==> src/rtl/rr_grant_arbiter_pkg.sv <==
// Shared definitions for the round-robin grant arbiter: default widths and FSM state encoding.
package rr_grant_arbiter_pkg;

    localparam int OUT_WIDTH_DEF = 4;
    localparam int IN_WIDTH_DEF  = 1 << OUT_WIDTH_DEF;

    typedef enum logic {
        IDLE = 1'b0,
        HELD = 1'b1
    } arb_state_t;

endpackage

==> src/rtl/rr_grant_arbiter_pe.sv <==
// Priority encoder: binary index of the lowest set bit, zero when no bit is set.
module rr_grant_arbiter_pe
    import rr_grant_arbiter_pkg::*;
#(
    parameter int IN_WIDTH  = IN_WIDTH_DEF,
    parameter int OUT_WIDTH = OUT_WIDTH_DEF
) (
    input  logic [IN_WIDTH-1:0]  i_gnt,
    output logic [OUT_WIDTH-1:0] o_enc
);

    // NOTE: the default assignment ahead of the loop keeps this purely combinational (no latch).
    always_comb begin
        o_enc = '0;
        for (int i = IN_WIDTH - 1; i >= 0; i--) begin
            if (i_gnt[i]) o_enc = OUT_WIDTH'(i);
        end
    end

endmodule

==> src/rtl/rr_grant_arbiter.sv <==
// Round-robin arbiter with a registered one-hot grant that is held until release, drop or flush.
module rr_grant_arbiter
    import rr_grant_arbiter_pkg::*;
#(
    parameter int OUT_WIDTH = OUT_WIDTH_DEF,
    parameter int IN_WIDTH  = 1 << OUT_WIDTH
) (
    input  logic                 i_clock,
    input  logic                 i_reset,
    input  logic [IN_WIDTH-1:0]  i_req,
    input  logic                 i_en,
    input  logic                 i_release,
    input  logic                 i_flush,
    output logic [IN_WIDTH-1:0]  o_gnt,
    output logic                 o_gnt_valid,
    output logic [OUT_WIDTH-1:0] o_gnt_idx
);

    localparam int DBL_WIDTH = 2 * IN_WIDTH;

    arb_state_t           r_state;
    arb_state_t           w_state_nxt;
    logic [IN_WIDTH-1:0]  r_gnt;
    logic [IN_WIDTH-1:0]  w_gnt_nxt;
    logic [OUT_WIDTH-1:0] r_ptr;
    logic [OUT_WIDTH-1:0] w_ptr;
    logic [OUT_WIDTH-1:0] w_idx;
    logic [DBL_WIDTH-1:0] w_dbl_req;
    logic [DBL_WIDTH-1:0] w_masked;
    logic [DBL_WIDTH-1:0] w_pick;
    logic [IN_WIDTH-1:0]  w_winner;
    logic                 w_has_winner;
    logic                 w_keep;

    rr_grant_arbiter_pe #(
        .IN_WIDTH  (IN_WIDTH),
        .OUT_WIDTH (OUT_WIDTH)
    ) u_pe (
        .i_gnt (r_gnt),
        .o_enc (w_idx)
    );

    assign o_gnt       = r_gnt;
    assign o_gnt_valid = |r_gnt;
    assign o_gnt_idx   = w_idx;

    // While a grant is held the pointer is holder+1, derived from the encoder; r_ptr
    // only carries that value across idle periods, so no second encoder is needed.
    assign w_ptr = (r_state == HELD)
                 ? ((w_idx == OUT_WIDTH'(IN_WIDTH - 1)) ? '0 : w_idx + OUT_WIDTH'(1))
                 : r_ptr;

    assign w_dbl_req    = {i_req, i_req};
    assign w_masked     = w_dbl_req & ({DBL_WIDTH{1'b1}} << w_ptr);
    assign w_pick       = w_masked & (~w_masked + DBL_WIDTH'(1));
    assign w_winner     = w_pick[IN_WIDTH-1:0] | w_pick[DBL_WIDTH-1:IN_WIDTH];
    assign w_has_winner = |w_masked;
    assign w_keep       = ~i_release & (|(i_req & r_gnt));

    always_comb begin
        w_state_nxt = r_state;
        w_gnt_nxt   = r_gnt;
        if (i_flush) begin
            w_state_nxt = IDLE;
            w_gnt_nxt   = '0;
        end else begin
            case (r_state)
                IDLE: begin
                    if (i_en && w_has_winner) begin
                        w_state_nxt = HELD;
                        w_gnt_nxt   = w_winner;
                    end
                end
                HELD: begin
                    if (!w_keep) begin
                        if (i_en && w_has_winner) begin
                            w_gnt_nxt = w_winner;
                        end else begin
                            w_state_nxt = IDLE;
                            w_gnt_nxt   = '0;
                        end
                    end
                end
                default: begin
                    w_state_nxt = IDLE;
                    w_gnt_nxt   = '0;
                end
            endcase
        end
    end

    // NOTE: state registers use non-blocking assignments so every flop samples pre-edge values.
    always_ff @(posedge i_clock) begin
        if (!i_reset) begin
            r_state <= IDLE;
            r_gnt   <= '0;
            r_ptr   <= '0;
        end else begin
            r_state <= w_state_nxt;
            r_gnt   <= w_gnt_nxt;
            r_ptr   <= w_ptr;
        end
    end

endmodule

==> config.mk <==
export PLATFORM = sky130hd
export DESIGN_NAME = rr_grant_arbiter
export DESIGN_NICKNAME = d
export VERILOG_FILES = /design/src/rtl/rr_grant_arbiter_pkg.sv /design/src/rtl/rr_grant_arbiter_pe.sv /design/src/rtl/rr_grant_arbiter.sv
export SDC_FILE = /design/constraint.sdc
export NUM_CORES = 1
export LEC_CHECK = 0
export ABC_CLOCK_PERIOD_IN_PS = 3350
export BUFFER_PORTS_ARGS = -buffer_cell sky130_fd_sc_hd__buf_2
export CAP_MARGIN = 20
export CORE_AREA = 2 2 65 67
export DETAILED_ROUTE_END_ITERATION = 12
export DIE_AREA = 0 0 67 69
export PLACE_DENSITY = 0.71
export SYNTH_ARGS = -nofsm -noshare
export SYNTH_HDL_FRONTEND = slang
export SYNTH_SLANG_ARGS = --single-unit
==> constraint.sdc <==
create_clock -name i_clock -period 3.35 [get_ports i_clock]
set_clock_uncertainty 0.2 [all_clocks]
set_input_delay 0.1675 -clock i_clock [delete_from_list [all_inputs] [get_ports i_clock]]
set_output_delay 0.1675 -clock i_clock [all_outputs]
set_load 0.02 [all_outputs]
# Word level (Yosys, flattened, before mapping)
# Index checks and enable logic that the tools add are counted.
# op_classes
n_shift	1
eq_ne	3
bitwise	9
reduce_logical	6
addsub	2
n_mux	25
# ops
operator	n
$mux 4	18
$and 32x32->32	2
$mux 16	3
$add 32x1->32 const B	1
$not 32->32	1
$pmux 16 s2	1
$reduce_or 16->1	2
$reduce_or 32->1	1
$shl 32x4->32 const A	1
$and 16x16->16	1
$or 16x16->16	1
$add 4x1->4 const B	1
$eq 4x4->1 const B	1
$ne 2x2->1 const B	2
$not 1->1	3
$mux 1	2
$pmux 1 s2	1
$reduce_and 2->1	1
$reduce_or 2->1	1
$and 1x1->1	1
$logic_and 1x1->1	1
# word_totals
out_inout_bits	21
input_bits	21
word_cells	49
ff_bits	21

# Longest topological paths before layout
# logic_depth
word_depth	28
mapped_depth	14
depth_no_buf	14

# Hierarchy
# Synthesis repeated with hierarchy kept, for this count alone.
# unflattened
hier_cells	221
area_unflattened_um2	1746.7
# by_module_without_submodules
mod	seq_area_each_um2	area_each_um2	instances	cells_each
rr_grant_arbiter	420.4	1567.8	1	190
rr_grant_arbiter_pe	0.0	178.9	1	31

# Least setup slack after synthesis
# Ideal clock, no wire load.
# synth_path
path_type	register to register
startpoint	register r_gnt[14] (netlist: o_gnt[14])
endpoint	register r_gnt[12] (netlist: o_gnt[12])
path_slack_ps	-619
required_ps	3049
t_arrival_ps	3668
synth_period_minus_slack_ps	3969
stages_incl_launch_ff	13
cell_sequence	dfxtp_1 > nor2b_1 > o21a_1 > o221ai_1 > nand2_1 > ha_1 > or3_4 > a31o_2 > a32o_1 > a311o_2 > o31ai_4 > nand3_2 > o41ai_1
# synth_via
elab_chain_len	27
# synth_rtl
item	line	text
from (decl)	rr_grant_arbiter.sv:23	logic [IN_WIDTH-1:0] r_gnt;
from (signal assigned)	rr_grant_arbiter.sv:100	r_gnt <= w_gnt_nxt;
$mux 4 * (15 in series)	rr_grant_arbiter_pe.sv:16	if (i_gnt[i]) o_enc = OUT_WIDTH'(i);
net o_gnt_idx[0]	rr_grant_arbiter.sv:16	output logic [OUT_WIDTH-1:0] o_gnt_idx
$add 4x1->4 or $eq 4x4->1 (tied branches)	rr_grant_arbiter.sv:50	? ((w_idx == OUT_WIDTH'(IN_WIDTH - 1)) ? '0 : w_idx + OUT_WIDTH'(1))
$mux 4 * (2 in series)	rr_grant_arbiter.sv:50	
$shl 32x4->32 *	rr_grant_arbiter.sv:54	assign w_masked = w_dbl_req & ({DBL_WIDTH{1'b1}} << w_ptr);
$and 32x32->32 *	rr_grant_arbiter.sv:54	
$not 32->32	rr_grant_arbiter.sv:55	assign w_pick = w_masked & (~w_masked + DBL_WIDTH'(1));
$add 32x1->32	rr_grant_arbiter.sv:55	
$and 32x32->32	rr_grant_arbiter.sv:55	
$or 16x16->16	rr_grant_arbiter.sv:56	assign w_winner = w_pick[IN_WIDTH-1:0] | w_pick[DBL_WIDTH-1:IN_WIDTH];
$mux 16	rr_grant_arbiter.sv:76	if (i_en && w_has_winner) begin
$mux 16	rr_grant_arbiter.sv:75	if (!w_keep) begin
$pmux 16 s2	rr_grant_arbiter.sv:67	case (r_state)
# Mark *: on every way through the listed nets, which the timed path passes. The rest lies on a longest branch. The select of a mux whose other input is x is not followed.
# A chain may end at the register's enable or synchronous reset.

# Worst setup path after layout
# layout_path
startpoint	register r_gnt[11] (netlist: o_gnt[11])
endpoint	register r_gnt[9] (netlist: o_gnt[9])
# layout_via
elab_chain_len	24
# layout_rtl
item	line
$mux 4 (12 in series)	rr_grant_arbiter_pe.sv:16
$add 4x1->4 or $eq 4x4->1 (tied branches)	rr_grant_arbiter.sv:50
$mux 4 (2 in series)	rr_grant_arbiter.sv:50
$shl 32x4->32	rr_grant_arbiter.sv:54
$and 32x32->32	rr_grant_arbiter.sv:54
$not 32->32	rr_grant_arbiter.sv:55
$add 32x1->32	rr_grant_arbiter.sv:55
$and 32x32->32	rr_grant_arbiter.sv:55
$or 16x16->16	rr_grant_arbiter.sv:56
$mux 16	rr_grant_arbiter.sv:76
$mux 16	rr_grant_arbiter.sv:75
$pmux 16 s2	rr_grant_arbiter.sv:67
# Parallel ways exist; a longest one is shown, timed or not. The select of a mux whose other input is x is not followed.

==> out/metrics.csv <==
stage;metric;value;unit
outcome;status;complete, but fails checks;
outcome;violations;hold timing, setup timing;
layout;fillers;241;
clocking;clockRootBuffer;clkbuf_8;
drt;viasPerCell;6.877;
drt;post_drt_wl_per_cell;23.10;um
clocking;cts_tree;done;
layout;antenna_cells;0;
power;ir_drop;0.1340;mV
logic_synthesis;synth_edf_count;0;
floorplan;initial_core_util;47.92;%
floorplan;core_area;3914;um2
layout;syn2layout_area_growth;71.05;%
logic_synthesis;synth_ff_type;dfxtp_1;
floorplan;io_pins;42;
setup_path;arrival;3.58;ns
logic_synthesis;ys_seq_elements;21;
logic_synthesis;syn-cell-area;1876;um2
place;io_buffers;41;
floorplan;num_rows;23;
grt;use_met3;3.752;%
layout;fin_nets;386;
sta;worst_slew_pin_slew;0.6561;ns
clocking;clkLatencyLatePin;0.27;ns
logic_synthesis;synth_cells;248;
grt;met2_usage;56.55;%
setup_path;start_kind;flop;
drt;drc;0;
logic_synthesis;async_reset_ff_share;0;%
clocking;htreeDepth;1;
logic_synthesis;synth_compound_area_share;41.89;%
setup_path;worstPathRequired;3.31;ns
power;leakagePower;1.314;nW
drt;vias;2840;
logic_synthesis;synth_top_family_by_area;compound AO/OA/AOI/OAI gates;
logic_synthesis;yosysWarnings;0;
grt;antenna_found_initial;0;
layout;mostFrequentLayoutCells;67 x buf_4, 41 x buf_2, 24 x nand2_1, 19 x nor2_1, 11 x dfxtp_1;
place;gp_congestion;0.9962;
sta;final-max-slew-violation-count;0;
logic_synthesis;synth_fp_nets;270;
worst_hold_path;hold_class;input port to flop;
floorplan;die_w;67;um
drt;initialDrtViolationCount;390;
floorplan;fp.dieArea;4623;um2
logic_synthesis;synth_fa_ha_area_share;0.6671;%
sta;final.min_clock_period;3.625;ns
clocking;cts_buffer_depth;2;
setup_path;cp-end-kind;flop;
clocking;cts_buffers;3;
grt;grt_pass1_vias;2546;
clocking;cts_sinks;21;
grt;grt_start_max_net_pins;12;
sta;setup_tns;-3.174;ns
grt;grt_use_met1;49.49;%
sta;min_period_over_period;108.2;%
grt;grt-ovfl-total;0;
logic_synthesis;seq_area_frac_synth;22.41;%
grt;top_usage_layer;met2;
setup_path;path_class;flop to flop;
logic_synthesis;ys_types;63;
sta;fmax;0.2758;GHz
logic_synthesis;syn_avg_cell_area;7.563;um2
layout;stdcell_count;413;
place;dp_hpwl;6284;um
grt;grt_pass1_wl;12670;um
sta;finalHoldViolations;2;
logic_synthesis;synthMuxAreaShare;0;%
layout;layout_commonest_cell;buf_4;
sta;max_slew_margin;55.80;%
clocking;path_clk_slew;0.09;ns
logic_synthesis;synth_xor_area_share;0;%
place;dp_cells;395;
drt;drtPass1Iterations;5;
logic_synthesis;synth-simple-area-share;30.95;%
job;drv_cap;0;
grt;track_usage;35.90;%
setup_path;cp_max_fo;5;
layout;drive_gt1_share;53.72;%
sta;whs;-0.01284;ns
sta;rsz0062_at_grt;yes;
power;power_density;203.7;nW/um2
sta;setup_viol;16;
drt;ant_nets;0;
sta;setup_slack;-0.2753;ns
place;post-place-ws;-0.3350;ns
drt;wl;9542;um
floorplan;dieHeight;69;um
layer usage:
| metal | vias to the layer above | part of all wire [%] |
|---|---|---|
| li1 | 1207 | - |
| met5 | - | 0 |
| met4 | 0 | 6.5 |
| met1 | 1331 | 37 |
| met3 | 56 | 11 |
| met2 | 246 | 46 |
state kept, by name, indices dropped and copies added (netlist names):
register / count
o_gnt: 16
r_ptr: 4
r_state: 1
metrics by stage:
stage	area, um2	util (%)	total power [W]
2_1_floorplan	1974	-	0.0003499
3_3_place_gp	2681	68.51	0.0004274
3_5_place_dp	2681	68.51	0.0004287
4_1_cts	2815	71.93	0.0006039
5_1_grt	3208	81.97	0.0006708
6_report	3208	81.97	0.0006535
power by group:
part           internal [W]  leakage, nW  switching (W)
clock             0.0000853       0.0228       0.000100
combinational     0.0000859         1.12       0.000129
sequential         0.000250        0.176     0.00000348
cells in the mapped netlist, types with 3 or more instances:
master	count	share of area, %
nand4_1	3	1.0
a22oi_1	5	2.0
nor2_1	21	4.2
nor2b_1	7	2.3
or4_1	3	1.2
buf_4	3	1.2
a31oi_1	5	1.7
nand3_1	8	2.1
a22o_1	3	1.4
inv_1	10	2.0
nand2_1	28	5.6
dfxtp_1	21	22
or2_2	3	1.0
and2_1	5	1.7
o21a_1	3	1.2
a21oi_1	9	2.4
a32oi_1	6	2.8
a2bb2oi_1	3	1.4
o21ai_0	13	3.5
nor3_1	7	1.9
o31ai_1	10	4.0
a221oi_1	3	1.4
or3_1	4	1.3
nor4_1	5	1.7
a211oi_1	8	3.2
worst max-delay path, cell delays in order (launching register included):
cell	delay, ns
dfxtp_4	0.37
or4_4	0.55
o21ba_4	0.22
or4b_4	0.56
a21o_1	0.21
a211oi_4	0.42
buf_6	0.19
a2bb2oi_4	0.20
nor3b_1	0.08
buf_4	0.15
a211oi_2	0.25
o31ai_1	0.11
logic make-up (layout without fill, tap and decap cells):
logic type / count (synthesis) / after routing
AO/OA/AOI/OAI: 100 / 100
adder cells (fa/ha/maj): 1 / 1
buffers and inverters: 17 / 132
flip-flops: 21 / 21
AND/OR/NAND/NOR: 109 / 109
worst paths after layout:
path / start / endpoint / slack, ns / cells past startpoint
worst max-delay path: o_gnt[11] / o_gnt[9] / -0.28 / 11
worst max register to register: o_gnt[11] / o_gnt[9] / -0.28 / 11
worst min-delay path: i_req[11] / o_gnt[11] / -0.01 / 3
worst min register to register: o_gnt[14] / o_gnt[14] / 0.43 / 3
timing repair:
action | in CTS | in global routing
hold buffers | 1 | 0
setup buffers | 1 | 12
pin swaps | 4 | 9
gates resized for setup | 12 | 61
endpoints found under the setup margin | 16 | 16
cloned | 0 | 0
endpoints found under the hold margin | 3 | 0
cell type report:
cell class,instances,area (um2),area share [%]
clock buffer,4,45.04,1.404
sequential,21,440.4,13.73
tap,50,62.56,1.950
inverter,10,37.54,1.170
timing repair buffer,118,828.3,25.82
multi-input combinational,210,1794,55.93
Note: power is estimated with default switching activity, not from simulation.
